--- config.mk ---
export PLATFORM = sky130hd
export DESIGN_NAME = serial_cmp_ctrl
export DESIGN_NICKNAME = d
export VERILOG_FILES = /design/src/rtl/serial_cmp_ctrl_pkg.sv /design/src/rtl/serial_cmp_ctrl_cmp2_slice.sv /design/src/rtl/serial_cmp_ctrl.sv
export SDC_FILE = /design/constraint.sdc
export NUM_CORES = 1
export LEC_CHECK = 0
export ABC_AREA = 1
export ABC_CLOCK_PERIOD_IN_PS = 1800
export CAP_MARGIN = 20
export CORE_ASPECT_RATIO = 1.75
export CORE_MARGIN = 4
export CORE_UTILIZATION = 50
export CTS_CLUSTER_DIAMETER = 60
export CTS_CLUSTER_SIZE = 24
export DETAILED_ROUTE_END_ITERATION = 8
export PLACE_DENSITY = 0.78
export SYNTH_ARGS = -nofsm -noshare
export SYNTH_HDL_FRONTEND = slang
export SYNTH_SLANG_ARGS = --single-unit
--- constraint.sdc ---
create_clock -name clk -period 1.8 [get_ports clk]
set_input_delay 0.27 -clock clk [delete_from_list [all_inputs] [get_ports clk]]
set_output_delay 0.27 -clock clk [all_outputs]
set_load 0.05 [all_outputs]
--- src/rtl/serial_cmp_ctrl_pkg.sv ---
// -----------------------------------------------------------------------------
// serial_cmp_ctrl_pkg
// Shared constants for the serial 2-bit-slice magnitude comparator.
//   - FSM state encodings (IDLE / COMPARE / DONE)
//   - 8-bit display patterns driven on the result port
// -----------------------------------------------------------------------------
package serial_cmp_ctrl_pkg;

    localparam logic [1:0] ST_IDLE    = 2'd0;
    localparam logic [1:0] ST_COMPARE = 2'd1;
    localparam logic [1:0] ST_DONE    = 2'd2;

    localparam logic [7:0] PAT_GT = 8'hFF;
    localparam logic [7:0] PAT_EQ = 8'h0F;
    localparam logic [7:0] PAT_LT = 8'h00;

endpackage

--- src/rtl/serial_cmp_ctrl_cmp2_slice.sv ---
// -----------------------------------------------------------------------------
// cmp2_slice
// Purely combinational 2-bit unsigned magnitude comparator.
// Ports:
//   x   [1:0] in  : slice of operand A
//   y   [1:0] in  : slice of operand B
//   sgt       out : x > y
//   seq       out : x == y
//   slt       out : x < y
// Exactly one of sgt/seq/slt is high for any input.
// -----------------------------------------------------------------------------
module cmp2_slice (
    input  logic [1:0] x,
    input  logic [1:0] y,
    output logic       sgt,
    output logic       seq,
    output logic       slt
);

    assign sgt = (x > y);
    assign seq = (x == y);
    assign slt = (x < y);

endmodule

--- src/rtl/serial_cmp_ctrl.sv ---
// -----------------------------------------------------------------------------
// serial_cmp_ctrl
// Compares two WIDTH-bit unsigned operands MSB-first, one 2-bit slice per
// clock, stopping at the first unequal slice. start/busy/done handshake.
// Ports:
//   clk            in  : rising-edge clock
//   rst            in  : synchronous active-high reset
//   start          in  : request a comparison (sampled only in IDLE)
//   a, b [WIDTH]   in  : operands, latched on the accepting edge
//   busy           out : high in COMPARE and DONE
//   done           out : one-cycle pulse, results valid from this cycle
//   gt, eq, lt     out : result flags (all zero before first completion)
//   o    [7:0]     out : display pattern 0xFF gt / 0x0F eq / 0x00 lt or none
//
// The idx-selected slice pair is registered before it reaches the slice
// comparator, so a decision at slice position k (k=0 is the MSB slice)
// leads to done being high in the cycle after edge E0+k+2, E0 being the
// accepting edge.
// -----------------------------------------------------------------------------
module serial_cmp_ctrl
    import serial_cmp_ctrl_pkg::*;
#(
    parameter int WIDTH = 8
) (
    input  logic             clk,
    input  logic             rst,
    input  logic             start,
    input  logic [WIDTH-1:0] a,
    input  logic [WIDTH-1:0] b,
    output logic             busy,
    output logic             done,
    output logic             gt,
    output logic             eq,
    output logic             lt,
    output logic [7:0]       o
);

    localparam int S     = WIDTH / 2;
    localparam int IDX_W = (S > 1) ? $clog2(S) : 1;

    logic [1:0]       state_reg;
    logic [IDX_W-1:0] idx_reg;
    logic [WIDTH-1:0] ra_reg;
    logic [WIDTH-1:0] rb_reg;
    logic [1:0]       sx_reg;
    logic [1:0]       sy_reg;
    logic             last_reg;    // slice held in sx/sy_reg is the LSB slice
    logic             primed_reg;  // sx/sy_reg hold a valid slice pair
    logic             busy_reg;
    logic             done_reg;
    logic             gt_reg;
    logic             eq_reg;
    logic             lt_reg;
    logic [7:0]       o_reg;

    logic [1:0] slice_a [S];
    logic [1:0] slice_b [S];
    logic       s_gt;
    logic       s_eq;
    logic       s_lt;

    generate
        for (genvar gi = 0; gi < S; gi++) begin : g_slice
            assign slice_a[gi] = ra_reg[2*gi+1 -: 2];
            assign slice_b[gi] = rb_reg[2*gi+1 -: 2];
        end
    endgenerate

    cmp2_slice u_cmp2_slice (
        .x   (sx_reg),
        .y   (sy_reg),
        .sgt (s_gt),
        .seq (s_eq),
        .slt (s_lt)
    );

    always_ff @(posedge clk) begin
        if (rst) begin
            state_reg  <= ST_IDLE;
            idx_reg    <= '0;
            ra_reg     <= '0;
            rb_reg     <= '0;
            sx_reg     <= '0;
            sy_reg     <= '0;
            last_reg   <= 1'b0;
            primed_reg <= 1'b0;
            busy_reg   <= 1'b0;
            done_reg   <= 1'b0;
            gt_reg     <= 1'b0;
            eq_reg     <= 1'b0;
            lt_reg     <= 1'b0;
            o_reg      <= PAT_LT;
        end else begin
            case (state_reg)
                ST_IDLE: begin
                    if (start) begin
                        ra_reg     <= a;
                        rb_reg     <= b;
                        idx_reg    <= IDX_W'(S - 1);
                        primed_reg <= 1'b0;
                        busy_reg   <= 1'b1;
                        gt_reg     <= 1'b0;
                        eq_reg     <= 1'b0;
                        lt_reg     <= 1'b0;
                        o_reg      <= PAT_LT;
                        state_reg  <= ST_COMPARE;
                    end
                end

                ST_COMPARE: begin
                    if (primed_reg && s_gt) begin
                        gt_reg    <= 1'b1;
                        o_reg     <= PAT_GT;
                        done_reg  <= 1'b1;
                        state_reg <= ST_DONE;
                    end else if (primed_reg && s_lt) begin
                        lt_reg    <= 1'b1;
                        o_reg     <= PAT_LT;
                        done_reg  <= 1'b1;
                        state_reg <= ST_DONE;
                    end else if (primed_reg && last_reg) begin
                        eq_reg    <= 1'b1;
                        o_reg     <= PAT_EQ;
                        done_reg  <= 1'b1;
                        state_reg <= ST_DONE;
                    end else begin
                        // Fetch the next slice pair; idx stops at 0 instead
                        // of wrapping since the LSB slice always ends the scan.
                        sx_reg     <= slice_a[idx_reg];
                        sy_reg     <= slice_b[idx_reg];
                        last_reg   <= (idx_reg == '0);
                        primed_reg <= 1'b1;
                        if (idx_reg != '0) begin
                            idx_reg <= idx_reg - IDX_W'(1);
                        end
                    end
                end

                ST_DONE: begin
                    done_reg   <= 1'b0;
                    busy_reg   <= 1'b0;
                    primed_reg <= 1'b0;
                    state_reg  <= ST_IDLE;
                end

                default: begin
                    state_reg <= ST_IDLE;
                end
            endcase
        end
    end

    assign busy = busy_reg;
    assign done = done_reg;
    assign gt   = gt_reg;
    assign eq   = eq_reg;
    assign lt   = lt_reg;
    assign o    = o_reg;

endmodule
==> summary.md, run 1 <==
| Metric | Value |
|---|---|
| Result of the run | finished, final reports clean |
| First-pass GRT wire length | 5057 µm |
| Leak Pwr | between 0.8 and 0.9 nW |
| Wl on met1 | roughly 1200 µm |
| 1st-pass router iterations | 4 |
| Met3 WL | around 110 µm |
| CP peak stage delay | ~0.80 ns |
| P per Cell Area | ~1200 nW/µm² |
| TritonCTS clock tree | yes |
| Path class of the lowest-slack min-delay path | reg2reg |
| Most common cell after layout, fill and taps aside | nor2_1 |
| Unrepaired setup endpoints after global routing | no |
| R2r setup slk | approximately 0.3 ns |
| Cell at the root of the clock tree | clkbuf_8 |
| Number of buffers inserted during clock tree synthesis | 5 |
| CTS resizes | 0 |
| Largest vdd supply drop | slightly below 700 µV |
| Die extent in y | around 83 µm |
| Number of pins with negative max-slew slack in the final report | 0 |
| Row count | 27 |
| Net count, final | 268 |
| Avg Synthesized Cell Area | between 7 and 8 µm² |
| Warning count from the yosys run | 0 |
| Initial Utilization | between 50% and 60% |
| Buffers plus inverters on the worst setup path | 1 |
| Number of port buffers | 31 |
| Tcrit/Tclk final | 93.22% |
| Worst Setup Path Type | reg2out |
| Syn Inst Count | between 200 and 250 |
| Largest net degree at the start of global routing | 26 |
| Max-slew headroom at the worst pin | ~66% |
| Number of flip-flops and latches in the synthesized netlist | 33 |
| Clock latency on the worst-skew pair | ~0.28 ns |
| Overall Power | ~2.5 mW |
| Cell-by-cell listing of the critical path | clkdlybuf4s50_1 |
| Finish-stage setup viols | 0 |
| # DRC | 0 |
| Highest Clock Rate | 595.9 MHz |
| CTS sink count | 33 |
| Critical path capture point type | output pin |
| Vias in the first global route | between 1000 and 1500 |
| Total inserted antenna cells | 0 |
| Max-cap violation count | 0 |
| Hold buffers post-CTS | 0 |
| Total global routing overflow | 0 |
| Combined area of all synthesized cells | between 1500 and 2000 µm² |
| Detailed Route Iter0 Violations | 13 |
| Clk slew on worst S/H paths | about 0.070 ns |
| Weighted congestion reported at the end of routability-driven placement | 0.7974 |
| WL met2 | approximately 1600 µm |
| Sequential fraction of the synthesis area | 41.22% |
| Worst Max-Slew Pin Slew | 0.5037 ns |
| Setup fix buffers added after clock tree synthesis | 0 |
| Via density | between 4 and 5 |
| Gr usage total | 15.44% |
| Setup_tns | 0 ns |
| Detailed-route via count | between 1000 and 1500 |
| Highest net fanout along the worst path | 2 |
| Unique cell type count in the Yosys netlist | 26 |
| Cell type with the highest aggregate area in the netlist | dfxtp_1 |
| Setup clock skew after layout | about 0.0028 ns |
| Startpoint type of the worst setup path | flop |
| Top sig layer | met4 |
| Hold Violations, Final | 0 |
| Detail Placement HPWL | about 2200 µm |
| Slowest stage cell, crit path | clkdlybuf4s50_1 |
| Die boundary width | ~50 µm |
| Mean routed wirelength per cell | between 10 and 15 µm |
| Commonest cells after routing, fill and taps aside | nor2_1 (37), dfxtp_1 (33), o21ai_0 (29) |
| DRT Wirelength | approximately 3000 µm |
| CP Data Arrival Time | approximately 1.4 ns |
| Layout cell share with drive strength beyond 1 | about an eighth |
| Max clock buf depth | 2 |
| Area added between synthesis and finish | 25.21% |
| Post-Syn Nets | 239 |
| Area share of the leading cell type in the synthesized netlist | about two fifths |
| Minimum period implied by the final worst setup slack | 1.678 ns |
| Antenna violations before repair | 0 |
| Clock H-tree levels | 2 |
| Data required time at the worst endpoint | ~1.5 ns |
| Antenna-violating nets left | 0 |
| Largest delay share family, worst path | buffers and inverters |
| Top cells by area, synth | dfxtp_1 (41%), o21ai_0 (9.1%), nor2_1 (8.7%), nand2_1 (6.3%), a21oi_1 (6.2%) |
| Standard cell core area | around 3100 µm² |
| Die Outline Area | about 4200 µm² |
| Number of I/O pins | 32 |
-- layout make-up --
type	instances	area (µm²)
inverter	25	93.84
tap	43	53.80
timing repair buffer	37	335.3
clock inverter	1	30.03
sequential	33	660.6
multi-input combinational	140	747.0
fill	295	1101
clock buffer	7	86.33
-- layer usage --
| metal | track usage [%] | vias up |
|---|---|---|
| met1 | 14.53 | 574 |
| met4 | 8.578 | 0 |
| li1 | - | 740 |
| met3 | 3.770 | 6 |
| met2 | 28.81 | 28 |
| met5 | 0 | - |
-- cell usage after synthesis, drive strengths merged --
cell    instances
ha              7
nor2           37
a21oi          21
o22ai           1
o21a            4
clkbuf          3
nand3b          2
dfxtp          33
nand2          28
o21ai          31
and2            1
buf            12
nand4           3
o221a           1
inv            25
nand3           4
-- stage by stage --
| step | cell area, µm² | util, % | hold slack [ns] | worst slack [ns] | instances |
|---|---|---|---|---|---|
| after floorplan | 1603 | - | 0.3391 | 0.3935 | 213 |
| after global placement | 1891 | 60.83 | 0.4350 | 0.3321 | 278 |
| after detailed placement | 1891 | 60.83 | 0.4404 | 0.3102 | 278 |
| after CTS | 2007 | 64.57 | 0.4503 | 0.1027 | 286 |
| after global routing | 2007 | 64.57 | 0.4840 | 0.06792 | 286 |
| final | 2007 | 64.57 | 0.4466 | 0.1220 | 286 |
-- final timing paths --
kind                   from   end  depth (start not counted)
setup reg to reg  sy_reg[1]  o[3]                         10
hold / removal           eq    eq                          2
hold reg to reg          eq    eq                          2
setup / recovery       busy  busy                          1
-- cell families after synthesis --
group,Yosys count,share of synthesized area (%)
simple gates,75,21.00
fa+ha+maj,7,5.464
flops,33,41.22
compound gates,58,20.14
buf+inv,40,12.18
-- power breakdown --
| group | total (mW) | internal [mW] | switching, mW |
|---|---|---|---|
| Sequential | 0.919 | 0.844 | 0.0754 |
| Clock | 0.713 | 0.451 | 0.262 |
| Combinational | 0.820 | 0.303 | 0.517 |
No activity file was read; power rests on OpenSTA's default activity.
==> run 2, diff against run 1 <==
Settings changed: PLACE_DENSITY 0.78 to 0.77, REMOVE_ABC_BUFFERS from default to 1, SYNTH_HIERARCHICAL from default to 1.
==> run 2 against run 1 <==
  * Worst hold slack worse by 0.00052 ns
  * Sequential power is 18% higher
  * Critical path depth stayed put
  * Clock skew is 0.0028 ns higher
  * Synthesized cell count is 8.5% higher
  * Fmax is 1.0% lower
  * Setup slack worse by 0.017 ns
==> summary.md, run 2 <==
| Metric | Value |
|---|---|
| Die extent in y | 83.86 µm |
| Unrepaired setup endpoints after global routing | no |
| Footprint of the flip-flops and latches | roughly 660 µm² |
| Largest net degree at the start of global routing | 28 |
| Commonest cells after routing, fill and taps aside | nor2_1 (48), o21ai_0 (33), dfxtp_1 (33) |
| Number of I/O pins | 32 |
| Tcrit/Tclk final | between 90% and 100% |
| Most instantiated cells after synthesis | nor2_1 (48), o21ai_0 (34), dfxtp_1 (33) |
| Row count | 27 |
| Gr usage total | between 10% and 20% |
| Via density | approximately 5 |
| Standard cell core area | 3142 µm² |
| Weighted congestion reported at the end of routability-driven placement | 0.8326 |
| Number of port buffers | 31 |
| Worst Max-Slew Pin Slew | roughly 0.50 ns |
| Avg Synthesized Cell Area | 7.117 µm² |
| Clk slew on worst S/H paths | approximately 0.070 ns |
| Final setup slack of the worst path | approximately 0.10 ns |
| Setup clock skew after layout | around 0.0055 ns |
| Cell at the root of the clock tree | clkbuf_8 |
| Share of power burned in combinational logic | 51.4% |
| Die Outline Area | 4306 µm² |
| Path class of the lowest-slack min-delay path | reg2reg |
| Final cell area excluding filler cells | 2033 µm² |
| TritonCTS clock tree | yes |
| Pre-CTS setup slack | between 0.15 and 0.2 ns |
| Setup fix buffers added after clock tree synthesis | 0 |
| Highest net fanout along the worst path | 2 |
| Net switching component of the power | around 1.5 mW |
| Minimum period implied by the final worst setup slack | ~1.7 ns |
| Number of flops mapped to enable cells by yosys | 0 |
| Proportion of synthesized flip-flops having asynchronous set or reset | 0% |
| Data required time at the worst endpoint | about 1.5 ns |
| Max-slew headroom at the worst pin | ~66% |
| Number of flip-flops and latches in the synthesized netlist | 33 |
| Leak Pwr | about 0.9 nW |
| CP peak stage delay | roughly 0.80 ns |
| Initial Utilization | a little over half |
| Total inserted antenna cells | 0 |
| P per Cell Area | approximately 1600 nW/µm² |
| Layout cell share with drive strength beyond 1 | between 10% and 20% |
| Highest Clock Rate | ~600 MHz |
| Syn Inst Count | 231 |
| Sequential cell fraction of total power | between 30 and 40% |
| Number of buffers inserted during clock tree synthesis | 5 |
| # DRC | 0 |
| Critical path capture point type | output pin |
| Part of the power in the clock network | roughly 17% |
| Detail Placement HPWL | around 2600 µm |
| Number of pins with negative max-slew slack in the final report | 0 |
| Share of total power consumed by net switching | ~44% |
| Result of the run | finished, final reports clean |
| Most common cell after layout, fill and taps aside | nor2_1 |
| Sequential fraction of the synthesis area | between 40 and 50% |
| Detailed-route via count | 1490 |
| Count leader, synth | nor2_1 |
| Post-layout utilization of the core | between 60% and 70% |
| Clock latency on the worst-skew pair | between 0.2 and 0.3 ns |
| Vias in the first global route | 1458 |
| Hold Violations, Final | 0 |
| First-pass GRT wire length | between 5000 and 6000 µm |
| Worst Setup Path Type | reg2out |
| Placed cell area | roughly 2000 µm² |
| Slowest stage cell, crit path | clkdlybuf4s50_1 |
| Overall Power | 3.348 mW |
| CP Data Arrival Time | approximately 1.4 ns |
| Filler cells | between 200 and 300 |
| Combined area of all synthesized cells | ~1600 µm² |
| Buffers plus inverters on the worst setup path | 1 |
| 1st-pass router iterations | 4 |
| Mean routed wirelength per cell | roughly 11 µm |
| Largest delay share family, worst path | buffers and inverters |
| Die boundary width | slightly above 50 µm |
| Cell-by-cell listing of the critical path | clkdlybuf4s50_1 |
| Internal Power | 1.863 mW |
| Max clock buf depth | 2 |
| Area share of the leading cell type in the synthesized netlist | ~40% |
| Top flip-flop cell by instance count after synthesis | dfxtp_1 |
| Largest vdd supply drop | slightly below 800 µV |
| Max-cap violation count | 0 |
| Clock H-tree levels | 2 |
| Cell type with the highest aggregate area in the netlist | dfxtp_1 |
| DRT Wirelength | around 3400 µm |
| Area added between synthesis and finish | 23.67% |
| Unique cell type count in the Yosys netlist | 23 |
| Detailed Route Iter0 Violations | 20 |
| Net count, final | roughly 290 |
| Total global routing overflow | 0 |
| Warning count from the yosys run | 6 |
| Antenna violations before repair | 0 |
| Top cells by area, synth | dfxtp_1 (40%), nor2_1 (11%), o21ai_0 (10%), ha_1 (6.8%), a21oi_1 (6.4%) |
| Finish-stage setup viols | 0 |
| Startpoint type of the worst setup path | flop |
| CTS sink count | 33 |
| Antenna-violating nets left | 0 |
| Area of combinational cells with multiple inputs | ~800 µm² |
[run 2: cell types whose count changed after synthesis, sizes merged, moves of 2 or more]
cell / previous run / this run
buf: 12 / 10
a21oi: 21 / 23
ha: 7 / 9
o21a: 4 / 0
nor3: 0 / 3
nand3: 4 / 7
o21ai: 31 / 36
nand4: 3 / 0
nor2: 37 / 49
[run 2: cell families after synthesis]
kind of cell	synth area share, %
AOI/OAI and AO/OA	19.18
DFF	40.18
and+or+nand+nor	23.21
adders and majority gates	6.849
buffers and inverters	10.58
[run 2: cell type report]
type,count,area share [%]
inverters,26,4.800
repair buffers,36,16.00
clock buffers,7,4.246
flip-flops and latches,33,32.49
multi-input cells,159,39.82
well taps,43,2.646
[run 2: path summary, 6_finish.rpt]
| kind | start | endpoint | slack, ns | cells after the start |
|---|---|---|---|---|
| max | busy | busy | 0.10 | 1 |
| min | ra_reg[7] | ra_reg[7] | 0.45 | 2 |
| max reg2reg | sy_reg[1] | sy_reg[0] | 0.17 | 10 |
| min reg2reg | ra_reg[7] | ra_reg[7] | 0.45 | 2 |
[run 2: stage by stage]
step / hold slack [ns] / TNS [ns] / cells
2_1_floorplan: 0.3391 / -0.5558 / 218
3_3_place_gp: 0.4337 / 0 / 297
3_5_place_dp: 0.4414 / 0 / 297
4_1_cts: 0.4519 / 0 / 304
5_1_grt: 0.4667 / 0 / 304
6_report: 0.4461 / 0 / 304
[run 2: per-layer routing]
| metal | vias up | track usage, % | wire (µm) |
|---|---|---|---|
| li1 | 798 | - | - |
| met1 | 653 | 14.29 | 1180 |
| met2 | 28 | 34.78 | 1924 |
| met3 | 11 | 5.367 | 130 |
| met4 | 0 | 10.02 | 116 |
| met5 | - | 0 | 0 |
[run 2: worst register-to-register path, cell delays in order (launching register included)]
cell     delay [ns]
dfxtp_1        0.32
inv_1          0.04
ha_1           0.32
nand2_1        0.09
a21oi_2        0.06
nand2_2        0.10
nand2_2        0.09
nor3_4         0.23
inv_2          0.10
nor2_1         0.12
nor2_1         0.04
[run 2: power groups by stage]
| stage | combinational [mW] | clock [mW] | sequential [mW] |
|---|---|---|---|
| after floorplan | 1.01 | 0 | 1.33 |
| after global placement | 1.70 | 0 | 1.09 |
| after detailed placement | 1.72 | 0 | 1.09 |
| after CTS | 1.73 | 0.565 | 1.08 |
| after global routing | 1.94 | 0.599 | 1.11 |
| final | 1.72 | 0.551 | 1.08 |
[run 2: what timing repair did]
action	CTS	global route
gates resized for setup	0	1
hold buffers	0	0
endpoints found under the hold margin	0	0
setup endpoints to repair	0	3
